`config.mk`:
```
export PLATFORM = sky130hd
export DESIGN_NAME = fiber_pe_arbiter
export DESIGN_NICKNAME = d
export VERILOG_FILES = /design/src/rtl/fiber_pe_arbiter.sv
export SDC_FILE = /design/constraint.sdc
export NUM_CORES = 1
export LEC_CHECK = 0
export ABC_AREA = 1
export CORE_AREA = 3 3 186 188
export CTS_CLUSTER_DIAMETER = 30
export CTS_CLUSTER_SIZE = 12
export DETAILED_ROUTE_END_ITERATION = 8
export DIE_AREA = 0 0 189 191
export SKIP_LAST_GASP = 1
export SLEW_MARGIN = 20
export SYNTH_ARGS = -nofsm -noshare
export SYNTH_HDL_FRONTEND = slang
export SYNTH_SLANG_ARGS = --single-unit
```
`constraint.sdc`:
```
create_clock -name i_clk -period 3.35 [get_ports i_clk]
set_input_delay 0.67 -clock i_clk [delete_from_list [all_inputs] [get_ports i_clk]]
set_output_delay 0.67 -clock i_clk [all_outputs]
set_load 0.05 [all_outputs]
```
`src/rtl/fiber_pe_arbiter.sv`:
```
// fiber_pe_arbiter
// ----------------
// Round-robin arbiter that funnels requests from NUM_PE processing elements
// into a single fiberBank port, one transaction at a time.
//
// Flow: IDLE picks a winner and accepts its request in the same cycle.
// ISSUE presents the latched request to the bank until the bank accepts it.
// READ/CONSUME then move to RESP, which passes one response beat from the
// bank straight back to the owning PE.
//
// Ports
//   i_clk, i_reset          clock, synchronous active-high reset
//   i_pe_request_type       4 bits per PE, one-hot FETCH/READ/WRITE/CONSUME
//   i_pe_addr, i_pe_data    per-PE address / write data
//   i_pe_type_valid         per-PE request valid
//   o_pe_type_ready         per-PE request accept (only the winner, only in IDLE)
//   o_pe_data_o             response data shared by all PEs
//   o_pe_data_o_valid       response valid, one-hot to the owner
//   i_pe_data_o_ready       per-PE response ready
//   o_bank_*                request fields / valid towards the bank
//   i_bank_type_ready       bank request accept
//   i_bank_data_o(_valid)   bank response
//   o_bank_data_o_ready     bank response ready
//   o_busy                  high whenever the FSM is not idle
//   o_owner                 index of the currently granted PE
//   o_err_illegal           one-cycle pulse after accepting a non-one-hot type
module fiber_pe_arbiter #(
    parameter int NUM_PE     = 4,
    parameter int DATA_WIDTH = 16,
    parameter int ADDR_WIDTH = 64,
    parameter int PE_IDX_W   = 2
) (
    input  logic                       i_clk,
    input  logic                       i_reset,
    input  logic [4*NUM_PE-1:0]        i_pe_request_type,
    input  logic [ADDR_WIDTH*NUM_PE-1:0] i_pe_addr,
    input  logic [DATA_WIDTH*NUM_PE-1:0] i_pe_data,
    input  logic [NUM_PE-1:0]          i_pe_type_valid,
    output logic [NUM_PE-1:0]          o_pe_type_ready,
    output logic [DATA_WIDTH-1:0]      o_pe_data_o,
    output logic [NUM_PE-1:0]          o_pe_data_o_valid,
    input  logic [NUM_PE-1:0]          i_pe_data_o_ready,
    output logic [3:0]                 o_bank_request_type,
    output logic [ADDR_WIDTH-1:0]      o_bank_addr,
    output logic [DATA_WIDTH-1:0]      o_bank_data,
    output logic                       o_bank_type_valid,
    input  logic                       i_bank_type_ready,
    input  logic [DATA_WIDTH-1:0]      i_bank_data_o,
    input  logic                       i_bank_data_o_valid,
    output logic                       o_bank_data_o_ready,
    output logic                       o_busy,
    output logic [PE_IDX_W-1:0]        o_owner,
    output logic                       o_err_illegal
);

    localparam logic [3:0] TYPE_READ    = 4'b0010;
    localparam logic [3:0] TYPE_CONSUME = 4'b1000;

    typedef enum logic [1:0] {
        S_IDLE  = 2'd0,
        S_ISSUE = 2'd1,
        S_RESP  = 2'd2
    } state_t;

    state_t                  r_state;
    state_t                  w_state_next;
    logic [PE_IDX_W-1:0]     r_rr_ptr;
    logic [PE_IDX_W-1:0]     r_owner;
    logic [3:0]              r_type;
    logic [ADDR_WIDTH-1:0]   r_addr;
    logic [DATA_WIDTH-1:0]   r_data;
    logic                    r_err_illegal;

    // Per-PE views of the flattened request buses.
    logic [3:0]              w_req_type [NUM_PE];
    logic [ADDR_WIDTH-1:0]   w_req_addr [NUM_PE];
    logic [DATA_WIDTH-1:0]   w_req_data [NUM_PE];

    genvar gi;
    generate
        for (gi = 0; gi < NUM_PE; gi++) begin : g_pe
            assign w_req_type[gi] = i_pe_request_type[4*gi +: 4];
            assign w_req_addr[gi] = i_pe_addr[ADDR_WIDTH*gi +: ADDR_WIDTH];
            assign w_req_data[gi] = i_pe_data[DATA_WIDTH*gi +: DATA_WIDTH];
        end
    endgenerate

    // Round-robin search starting at r_rr_ptr. NUM_PE is a power of two, so
    // wrap-around falls out of the PE_IDX_W-bit addition.
    logic                    w_found;
    logic [PE_IDX_W-1:0]     w_winner;

    always_comb begin : arb
        logic [PE_IDX_W-1:0] v_idx;
        w_found  = 1'b0;
        w_winner = '0;
        v_idx    = '0;
        for (int i = 0; i < NUM_PE; i++) begin
            v_idx = r_rr_ptr + PE_IDX_W'(i);
            if (!w_found && i_pe_type_valid[v_idx]) begin
                w_found  = 1'b1;
                w_winner = v_idx;
            end
        end
    end

    logic       w_accept;
    logic [3:0] w_win_type;
    logic       w_win_legal;
    logic       w_resp_type;
    logic       w_resp_done;

    assign w_accept    = (r_state == S_IDLE) && w_found;
    assign w_win_type  = w_req_type[w_winner];
    assign w_win_legal = (w_win_type != 4'd0) && ((w_win_type & (w_win_type - 4'd1)) == 4'd0);
    assign w_resp_type = (r_type == TYPE_READ) || (r_type == TYPE_CONSUME);
    assign w_resp_done = i_bank_data_o_valid && i_pe_data_o_ready[r_owner];

    // Next-state logic.
    always_comb begin
        w_state_next = r_state;
        case (r_state)
            S_IDLE: begin
                // An illegal type is consumed here and never reaches the bank.
                if (w_accept && w_win_legal) w_state_next = S_ISSUE;
            end
            S_ISSUE: begin
                if (i_bank_type_ready) w_state_next = w_resp_type ? S_RESP : S_IDLE;
            end
            S_RESP: begin
                if (w_resp_done) w_state_next = S_IDLE;
            end
            default: w_state_next = S_IDLE;
        endcase
    end

    // Output logic; response path is a pure pass-through while in RESP.
    always_comb begin
        o_pe_type_ready     = '0;
        o_pe_data_o         = '0;
        o_pe_data_o_valid   = '0;
        o_bank_data_o_ready = 1'b0;
        if (w_accept) o_pe_type_ready[w_winner] = 1'b1;
        if (r_state == S_RESP) begin
            o_pe_data_o                = i_bank_data_o;
            o_pe_data_o_valid[r_owner] = i_bank_data_o_valid;
            o_bank_data_o_ready        = i_pe_data_o_ready[r_owner];
        end
    end

    assign o_bank_type_valid   = (r_state == S_ISSUE);
    assign o_bank_request_type = r_type;
    assign o_bank_addr         = r_addr;
    assign o_bank_data         = r_data;
    assign o_busy              = (r_state != S_IDLE);
    assign o_owner             = r_owner;
    assign o_err_illegal       = r_err_illegal;

    always_ff @(posedge i_clk) begin
        if (i_reset) begin
            r_state       <= S_IDLE;
            r_rr_ptr      <= '0;
            r_owner       <= '0;
            r_type        <= '0;
            r_addr        <= '0;
            r_data        <= '0;
            r_err_illegal <= 1'b0;
        end else begin
            r_state       <= w_state_next;
            r_err_illegal <= w_accept && !w_win_legal;
            if (w_accept) begin
                r_type   <= w_win_type;
                r_addr   <= w_req_addr[w_winner];
                r_data   <= w_req_data[w_winner];
                r_owner  <= w_winner;
                r_rr_ptr <= w_winner + PE_IDX_W'(1);
            end
        end
    end

endmodule

```
==> out/metrics.yaml <==
global_route:
  grt_pass1_wl_mm: 44.6
  grt-ovfl-total: 0
  grt_max_degree: 70
  antenna_found_initial: 0
  grt_use_total: 0.157
  grt_pass1_vias: 7867
floorplanning:
  coreArea_mm2: 0.0333
  start_util: 0.192
  ios: 478
  rows: 67
  dieArea_mm2: 0.0361
  floorplan.die.height_um: 191
  die_w_um: 189
place:
  place.gp.congestion: 0.826
  portBuffers: 477
  hpwl_mm: 23.6
worst_setup_path:
  worstSetupPathType: "input pin to output port"
  r2r_slack_ns: 0.62
  end_kind: "output port"
  start_kind: "input pin"
  crit_arrival_ns: 2.51
  crit_path_max_fanout: 4
  required_ns: 2.68
final_layout:
  n_antenna_cell: 0
  mostFrequentLayoutCell: "clkdlybuf4s50_1"
  drive_above_1_share: 0.0523
  finalCoreUtilization: 0.360
  layout.nets: 1798
  layout_common_cells: "469 x clkdlybuf4s50_1, 199 x nand2_1, 169 x nor2_1"
  syn2layout_area_growth_pct: 86.9
timing:
  drv_slew: 0
  hold_viol_final: 0
  fin_skew_ns: 0.0139
  slew_headroom: 0.558
  tns_ns: 0
  finalSetupViolations: 0
  post-route-period-util: 0.948
  min_period_ns: 3.18
  tightest_slew_ns: 0.661
  fmax_mhz: 315
logic_synthesis:
  ys_warn_count: 0
  seq_area_frac_synth: 0.284
  netlist_instances: 984
  synth_nets: 1352
  postSynthAreaPerCell_um2: 6.51
  synth-seq-cells: 91
  syn-cell-area_mm2: 0.00641
  synth.distinct_cells: 34
clock_network:
  path_clk_slew_ns: 0.06
  hold_buffers: 0
  numCtsBuffers: 9
  cts_tree: "done"
  clock_sinks: 91
  clock_latency_ns: 0.35
  cts_root_buffer: "clkbuf_16"
  htree_levels: 3
  cts_buffer_depth: 2
pwr:
  irDropWorstVdd_mv: 1.07
  p_leak_nw: 5.16
  power_density_mw_per_mm2: 1060
route:
  via_per_inst: 4.34
  drt_drc_violations_left: 0
  wl_mm: 30.0
  num_vias: 8180
  drt_iter0_drc: 366
  drt-pass1-iter-count: 5
  avgRoutedWirePerCell_um: 15.9
  ant_nets: 0
run:
  drv_cap: 0
outcome:
  status: "complete, no violations"
hold_path:
  hold_path.class: "flop to flop"
worst max-delay path, cell delays in order:
cell,delay (ns)
clkdlybuf4s50_1,0.49
inv_1,0.06
nand2_1,0.08
nand3_1,0.12
nand2_2,0.12
inv_1,0.08
nand3_1,0.13
nand3_4,0.12
inv_4,0.09
ha_1,0.14
inv_1,0.03
nor2_1,0.11
buf_4,0.15
buf_12,0.13
per-layer routing:
metal  vias to the layer above  GRT usage  share of wire
met1                      3693      0.184           0.41
met5                         -          0              0
li1                       4132          -              -
met3                        32     0.0413          0.077
met2                       323      0.281           0.50
met4                         0     0.0453          0.021
Yosys cell counts, drive strengths merged:
cell type	count	area (um2)
clkbuf	26	100
buf	45	343
a21boi	1	7.51
nor3	2	10.0
o22ai	29	181
o2111ai	1	8.76
a21oi	6	30.0
nor2	174	663
nand2	207	782
o21a	1	7.51
ha	4	50.1
nand3	29	163
mux2i	90	901
o211ai	14	105
inv	76	285
o21ai	184	921
dfxtp	91	1820
a311oi	1	8.76
a211oi	1	7.51
clkinv	1	3.75
nand4	1	6.26
final timing paths:
check | from | end | cells after the start
hold reg to reg | o_bank_request_type[0]$_SDFFE_PP0P_ | o_bank_request_type[0]$_SDFFE_PP0P_ | 2
hold / removal | o_bank_request_type[0]$_SDFFE_PP0P_ | o_bank_request_type[0]$_SDFFE_PP0P_ | 2
setup reg to reg | r_rr_ptr[0]$_SDFFE_PP0P_ | o_bank_addr[12]$_SDFFE_PP0P_ | 15
setup / recovery | i_pe_type_valid[0] | o_pe_type_ready[1] | 14
cell type report:
cell class                 instances  area [um2]
timing repair buffer             506        5080
sequential                        91        1820
multi-input combinational        745        3880
clock inverter                     5        85.1
fill                            3530       21300
tap                              448         561
clock buffer                      11         243
inverter                          77         295
timing repair:
item	4_1_cts	5_1_grt
buffers inserted	0	5
endpoints found under the setup margin	0	5
gates resized for setup	0	11
state kept, by name, indices dropped and copies added (netlist names):
register	count
o_bank_addr	64
o_owner	2
r_state	2
o_err_illegal	1
o_bank_request_type	4
o_bank_data	16
r_rr_ptr	2
kinds of logic (layout without fill, tap and decap cells):
family / after synthesis / in the layout / share of synthesized area
compound gates: 238 / 238 / 0.199
fa+ha+maj: 4 / 4 / 0.00781
buf+inv: 148 / 599 / 0.114
flops: 91 / 91 / 0.284
mux: 90 / 90 / 0.141
simple gates: 413 / 413 / 0.254
per-stage QoR:
stage               instances  total power, mW  setup slack, ns  hold slack [ns]  instance area (um2)
global placement         1862             11.4            0.140            0.517                11600
finish                   1883             12.7            0.173            0.533                12000
detailed placement       1862             11.5           0.0618            0.523                11600
global route             1883             13.8         -0.00480            0.568                12000
CTS                      1878             12.7           0.0460            0.540                11900
floorplan                 984             8.72          0.00756            0.507                 6410
power by group:
group          total, mW  internal, mW  leakage, nW  switching (mW)
clock               1.16         0.680        0.156           0.483
combinational       9.79          3.68         4.24            6.11
sequential          1.77          1.54        0.756           0.232
Power figures use the tool's default switching activity.
